### src/rtl/bpc_stream_fifo.sv
// Valid/ready FIFO between the bit-plane encoder and the packer. It has programmable
// almost-full/almost-empty levels, occupancy and peak statistics, sticky overflow, flush and an optional head register.
module bpc_stream_fifo #(
    parameter int BITWIDTH       = 64,
    parameter int STAGE          = 32,
    parameter int STAGE_BITWIDTH = $clog2(STAGE),
    parameter int OUT_REG        = 0
) (
    input  logic                      clk,
    input  logic                      rst_n,
    input  logic                      clear_i,
    input  logic [BITWIDTH-1:0]       s_data_i,
    input  logic                      s_valid_i,
    output logic                      s_ready_o,
    output logic [BITWIDTH-1:0]       m_data_o,
    output logic                      m_valid_o,
    input  logic                      m_ready_i,
    input  logic [STAGE_BITWIDTH:0]   af_level_i,
    input  logic [STAGE_BITWIDTH:0]   ae_level_i,
    output logic [STAGE_BITWIDTH:0]   count_o,
    output logic [STAGE_BITWIDTH:0]   peak_o,
    output logic                      full_o,
    output logic                      empty_o,
    output logic                      almost_full_o,
    output logic                      almost_empty_o,
    output logic                      overflow_o,
    input  logic                      stat_clr_i
);
    localparam int PW = STAGE_BITWIDTH + 1;
    localparam logic [PW-1:0] CAP = PW'(STAGE + OUT_REG);

    logic [BITWIDTH-1:0] mem_q [STAGE];
    logic [PW-1:0]       wptr_q, wptr_d;
    logic [PW-1:0]       rptr_q, rptr_d;
    logic [PW-1:0]       count_q, count_d;
    logic [PW-1:0]       peak_q, peak_d;
    logic                overflow_q, overflow_d;
    logic                wr_fire, rd_fire, mem_pop;
    logic [BITWIDTH-1:0] mem_rdata;

    assign count_o        = count_q;
    assign peak_o         = peak_q;
    assign overflow_o     = overflow_q;
    assign full_o         = (count_q == CAP);
    assign empty_o        = (count_q == '0);
    assign almost_full_o  = (count_q >= af_level_i);
    assign almost_empty_o = (count_q <= ae_level_i);
    assign s_ready_o      = ~full_o;

    // Flush dominates: handshakes in a clear cycle must not move any state.
    assign wr_fire   = s_valid_i & s_ready_o & ~clear_i;
    assign rd_fire   = m_valid_o & m_ready_i & ~clear_i;
    assign mem_rdata = mem_q[rptr_q[STAGE_BITWIDTH-1:0]];

    generate
        if (OUT_REG == 0) begin : g_comb_out
            assign m_data_o  = mem_rdata;
            assign m_valid_o = ~empty_o;
            assign mem_pop   = rd_fire;
        end else begin : g_reg_out
            logic                head_valid_q, head_valid_d;
            logic [BITWIDTH-1:0] head_data_q;
            logic                mem_nonempty;

            assign mem_nonempty = (wptr_q != rptr_q);
            // Refill whenever the head slot is free or being consumed this cycle.
            assign mem_pop      = mem_nonempty & (~head_valid_q | rd_fire) & ~clear_i;
            assign m_data_o     = head_data_q;
            assign m_valid_o    = head_valid_q;

            always_comb begin
                head_valid_d = head_valid_q;
                if (clear_i)      head_valid_d = 1'b0;
                else if (mem_pop) head_valid_d = 1'b1;
                else if (rd_fire) head_valid_d = 1'b0;
            end

            always_ff @(posedge clk or negedge rst_n) begin
                if (!rst_n) head_valid_q <= 1'b0;
                else        head_valid_q <= head_valid_d;
            end

            always_ff @(posedge clk) begin
                if (mem_pop) head_data_q <= mem_rdata;
            end
        end
    endgenerate

    always_comb begin
        wptr_d     = wptr_q + PW'(wr_fire);
        rptr_d     = rptr_q + PW'(mem_pop);
        count_d    = count_q;
        if (wr_fire && !rd_fire)      count_d = count_q + PW'(1);
        else if (!wr_fire && rd_fire) count_d = count_q - PW'(1);
        if (clear_i) begin
            wptr_d  = '0;
            rptr_d  = '0;
            count_d = '0;
        end
        overflow_d = (s_valid_i & full_o) | (overflow_q & ~stat_clr_i);
        if (stat_clr_i)           peak_d = count_d;
        else if (count_d > peak_q) peak_d = count_d;
        else                       peak_d = peak_q;
    end

    always_ff @(posedge clk or negedge rst_n) begin
        if (!rst_n) begin
            wptr_q     <= '0;
            rptr_q     <= '0;
            count_q    <= '0;
            peak_q     <= '0;
            overflow_q <= 1'b0;
        end else begin
            wptr_q     <= wptr_d;
            rptr_q     <= rptr_d;
            count_q    <= count_d;
            peak_q     <= peak_d;
            overflow_q <= overflow_d;
        end
    end

    always_ff @(posedge clk) begin
        if (wr_fire) mem_q[wptr_q[STAGE_BITWIDTH-1:0]] <= s_data_i;
    end

endmodule

### config.mk
export PLATFORM = sky130hd
export DESIGN_NAME = bpc_stream_fifo
export DESIGN_NICKNAME = d
export VERILOG_FILES = /design/src/rtl/bpc_stream_fifo.sv
export SDC_FILE = /design/constraint.sdc
export NUM_CORES = 2
export LEC_CHECK = 0
export CORE_ASPECT_RATIO = 1.1
export CORE_MARGIN = 2
export CORE_UTILIZATION = 50
export DETAILED_ROUTE_END_ITERATION = 8
export DONT_BUFFER_PORTS = 1
export PLACE_DENSITY = 0.68
export SLEW_MARGIN = 20
export SYNTH_ARGS = -nofsm -noshare
export SYNTH_HDL_FRONTEND = slang
export SYNTH_SLANG_ARGS = --single-unit
### constraint.sdc
create_clock -name clk -period 8.4 [get_ports clk]
set_input_delay 0.84 -clock clk [delete_from_list [all_inputs] [get_ports clk]]
set_output_delay 0.84 -clock clk [all_outputs]
set_load 0.03 [all_outputs]
# [Yosys cells after proc, flatten, opt, wreduce, memory -nomap -nowiden]
# Memory sizes are Yosys's and may differ from the RTL's.
# Index checks and enable logic that the tools add are counted.
[totals] regBits=25 n_memories=1 ram_bits=2048 input_bits=82
[classes] add_sub_neg=4 order_cmp=3 bitwise=11 n_eq_ne=1 reduce_logical=6 n_mux=9
[memory_table] memory="mem_q" words=32 width=64 read_ports=1 rd_ports_with_merged_regs=0 write_ports=1 line="32" rtl="logic [BITWIDTH-1:0] mem_q [STAGE];"
[ops] cell="$mux 6" n=7
[ops] cell="$add 6x1->6" n=2
[ops] cell="$add 6x1->6 const B" n=1
[ops] cell="$and 1x1->1" n=6
[ops] cell="$eq 6x6->1 const B" n=1
[ops] cell="$ge 6x6->1" n=1
[ops] cell="$gt 6x6->1" n=1
[ops] cell="$le 6x6->1" n=1
[ops] cell="$logic_not 6->1" n=1
[ops] cell="$sub 6x1->6 const B" n=1
[ops] cell="$not 1->1" n=4
[ops] cell="$logic_and 1x1->1" n=2
[ops] cell="$logic_not 1->1" n=2
[ops] cell="$mux 1" n=2
[ops] cell="$reduce_bool 2->1" n=1
[ops] cell="$or 1x1->1" n=1

# [Longest topological paths before layout]
[logic_depth] depth_word=12 mapped_depth=13 mapped_depth_nobuf=13

# [Worst setup path after synthesis]
# OpenSTA, ideal clock, no wires.
[synth_path] path_type="flip-flop to flip-flop" from="reg count_q[0], in the netlist count_o[0]" to="mem mem_q[28][0] (enable)" arrival_time_ns=5.106 setup_slack_ns=2.808 setup_time_ns=0.487 path_buffers=1 stages_incl_launch_ff=9 cell_sequence="dfrtp_1 -> inv_1 -> ha_1 -> nor4b_4 -> nand2_1 -> inv_1 -> or4_1 -> clkbuf_1 -> nor2_1"
[synth_via] elab_chain_cells=6
[synth_rtl] item="start: declaration" line="35" rtl="logic [PW-1:0] count_q, count_d;"
[synth_rtl] item="start signal: assignment" line="116" rtl="count_q <= count_d;"
[synth_rtl] item="$eq 6x6->1" line="44" rtl="assign full_o = (count_q == CAP);"
[synth_rtl] item="$not 1->1" line="48" rtl="assign s_ready_o = ~full_o;"
[synth_rtl] item="via s_ready_o" line="14" rtl="output logic s_ready_o,"
[synth_rtl] item="$and 1x1->1 (2 in series)" line="51" rtl="assign wr_fire = s_valid_i & s_ready_o & ~clear_i;"
[synth_rtl] item="$mux 1" line="123" rtl="if (wr_fire) mem_q[wptr_q[STAGE_BITWIDTH-1:0]] <= s_data_i;"
[synth_rtl] item="$mux 1 (implied by the code)" line="123"
[synth_rtl] item="end: declaration" line="32"
# The timed path passes the listed nets, and every way through them passes these cells.

# [Worst setup path after layout]
[layout_path] from="reg count_q[1], in the netlist count_o[1]" to="mem mem_q[25][3] (enable)"
# The elaborated chain is that of the path after synthesis.

==> summary.txt <==
run status: completed
placed insts: 5150
register clock-pin slew on the reported worst setup and hold paths: 0.06 ns
largest net degree at the start of global routing: 157
reg2reg start: count_o[1]$_DFF_PN0_
CTS Buffer Depth: 3
final instance area: 0.08843 mm^2
library cells used by synthesis: 50
post-layout minimum cycle time: 5.251 ns
IO Port Bufs: 0
Synth Flop Type: edfxtp_1
layout cells sized above 1: 31.70%
Final ANT Viol Nets: 0
Worst Max-Slew Pin Slew: 1.182 ns
hold path cells: 1
worst hold endpoint: rptr_q[3]$_DFF_PN0_
Top Usage Layer GRT: met2
Post-synth ARST share: 1.111%
clk_lat worst skew: 0.83 ns
die area: 0.1618 mm^2
H-Tree Depth: 4
Placed Area: 0.08212 mm^2
Initial DRC Count: 3647
Leak: 0.02632 uW
WL final: 174400 um
total track usage: 21.91%
PD cells: 254.4 mW/mm^2
first-pass GRT wire length: 254900 um
final setup vio count: 0
Worst Hold Class: in2reg
FF-to-FF path depth: 9
CTS tree: yes
RSZ-0062 raised after global routing: no
worst reg2reg path endpoint: mem_q[25][3]$_DFFE_PP_
drt first pass iters: 5
vias after detailed routing: 34190
setup_tns: 0 ns
# IOs: 165
area grow syn2layout: 11.49%
drt drc: 0
final core occ: 56.06%
Max-Cap Viols: 0
Synth Warn #: 0
GRT overflow: 0
Syn Nets: 3259
Avg WL per Cell: 31.65 um
Die Wd: 383.8 um
Crit path arrival time: 5.70 ns
Peak VDD IR: 247.7 uV
number of synthesized flops with an enable pin: 2048
core area: 0.1577 mm^2
Syn Area/Cell: 25.16 um^2
Gate Count Post-Synth: 3152
number of global-route vias before repair: 35990
post-route clock period utilization: 62.51%
grt met2 use: 37.46%
worst reg-to-reg setup slack: 3.15 ns
row cnt: 153
Syn Std Cell Area: 0.07932 mm^2
TritonCTS Sinks: 2071
Die Y: 421.7 um
initial antenna violation count: 3
fmax: 190.5 MHz
min-delay src: clear_i
Avg Vias per Cell: 6.207
routing usage on met3: 3.952%
final std cells w/o fill: 5509
Initial Util: 50.28%
Seq/Total Area, Yosys: 78.26%
max-slew violations: 0
HPWL Detailed: 94150 um
Final Skew: 0.02768 ns
crit start category: register
Worst Path Required: 8.85 ns
crit-path max FO: 37
Final nets: 3365
Hold Fails Final Rpt: 0
Worst Path Class, Setup: reg2reg
met1 Use GR: 29.29%
Slew headroom: 21.19%
crit end category: register
cts bufs inserted: 195
GP Congestion: 0.8051
Root Driver: clkbuf_16
Yosys reg bits: 2071
[worst max-delay path, cell delays in order, from the launching register on]
cell and delay, ns:
dfrtp_1 0.74, inv_1 0.20, ha_1 0.29, nor4b_4 0.18, nand2_1 0.35, inv_1 0.37, nor2_1 0.34, nand3b_1 0.64
nor2_4 1.03, buf_4 0.66
[worst max path at each step]
| stage | cells past startpoint | startpoint | to | slack [ns] |
|---|---|---|---|---|
| global route | 9 | count_o[0]$_DFF_PN0_ | mem_q[27][19]$_DFFE_PP_ | 2.90 |
| global placement | 9 | count_o[0]$_DFF_PN0_ | mem_q[27][8]$_DFFE_PP_ | 3.25 |
| detailed placement | 9 | count_o[0]$_DFF_PN0_ | mem_q[26][10]$_DFFE_PP_ | 3.12 |
| CTS | 9 | count_o[0]$_DFF_PN0_ | mem_q[26][11]$_DFFE_PP_ | 3.12 |
| floorplan | 8 | count_o[0]$_DFF_PN0_ | mem_q[28][0]$_DFFE_PP_ | 2.81 |
| finish | 9 | count_o[1]$_DFF_PN0_ | mem_q[25][3]$_DFFE_PP_ | 3.15 |
[sequential cells by signal (all words and copies together) (netlist names)]
signal / count
overflow_o: 1
rptr_q: 5
peak_o: 6
count_o: 6
mem_q: 2048
wptr_q: 5
[synth_stat cells (6+ instances only)]
cell | number | area, um^2
buf_4 | 8 | 60.06
mux2_2 | 71 | 799.5
nor2b_1 | 7 | 43.79
nand3_1 | 14 | 70.07
nand2_1 | 12 | 45.04
mux4_2 | 640 | 14410
buf_1 | 16 | 60.06
inv_1 | 23 | 86.33
clkbuf_1 | 88 | 330.3
a21oi_1 | 6 | 30.03
buf_2 | 49 | 245.2
edfxtp_1 | 2048 | 61500
dfrtp_1 | 23 | 575.6
a21o_1 | 6 | 45.04
o21ai_0 | 6 | 30.03
nor2_1 | 45 | 168.9
ha_1 | 25 | 312.8
xor2_1 | 6 | 52.55
[report_power, final]
part / internal (uW) / switching [uW]
combinational: 1180 / 1160
clock: 4900 / 3740
sequential: 11400 / 109
total: 17500 / 5010
[area by class of cell]
class                           instances  area [um^2]
Tap cell                             2092         2618
Inverter                               23        86.33
Antenna cell                            1        2.502
Fill cell                           11180        69310
Clock buffer                          248         5142
Sequential cell                      2071        62090
Timing Repair Buffer                   71        675.6
Multi-Input combinational cell        896        16690
Clock inverter                        107         1125
[cells in the final DEF, fill, tap and decap left out, types with 7 or more instances in the layout]
cell and instances:
clkinv_2 25, nor2_1 13, nor2b_1 7, nand3_1 14
ha_1 25, edfxtp_1 2048, dfrtp_1 18, clkbuf_16 198
inv_1 23, nor2_4 32, clkbuf_1 50, mux2_2 71
nand2_1 12, clkinv_1 43, buf_12 10, bufinv_16 18
mux4_2 640, buf_4 56
[routing by layer]
layer | vias up | share of wire [%]
met3 | 235 | 6.7
met2 | 1322 | 53
met1 | 18710 | 38
met4 | 0 | 2.3
li1 | 13930 | -
met5 | - | 0
[cells by family after synthesis]
kind of cell	synth area share, %
simple gates	0.7414
compound gates	0.3123
mux	19.20
buf+inv	1.000
fa+ha+maj	0.3944
flops	78.26
xor+xnor	0.08834
[per-stage QoR]
step / worst slack (ns) / power (uW) / hold slack, ns
after floorplan: 2.808 / 13630 / 0.5444
after global placement: 3.253 / 14090 / 0.5468
after detailed placement: 3.119 / 14130 / 0.5468
after CTS: 3.117 / 22700 / 0.02903
after global routing: 2.899 / 23190 / 0.03293
final: 3.149 / 22490 / 0.09752
[timing repair]
action                    4_1_cts  5_1_grt
hold endpoints to repair       23        0
setup buffers                   0        0
hold buffers                    2        0
gates resized for setup         0        0
No activity file was read; power rests on OpenSTA's default activity.
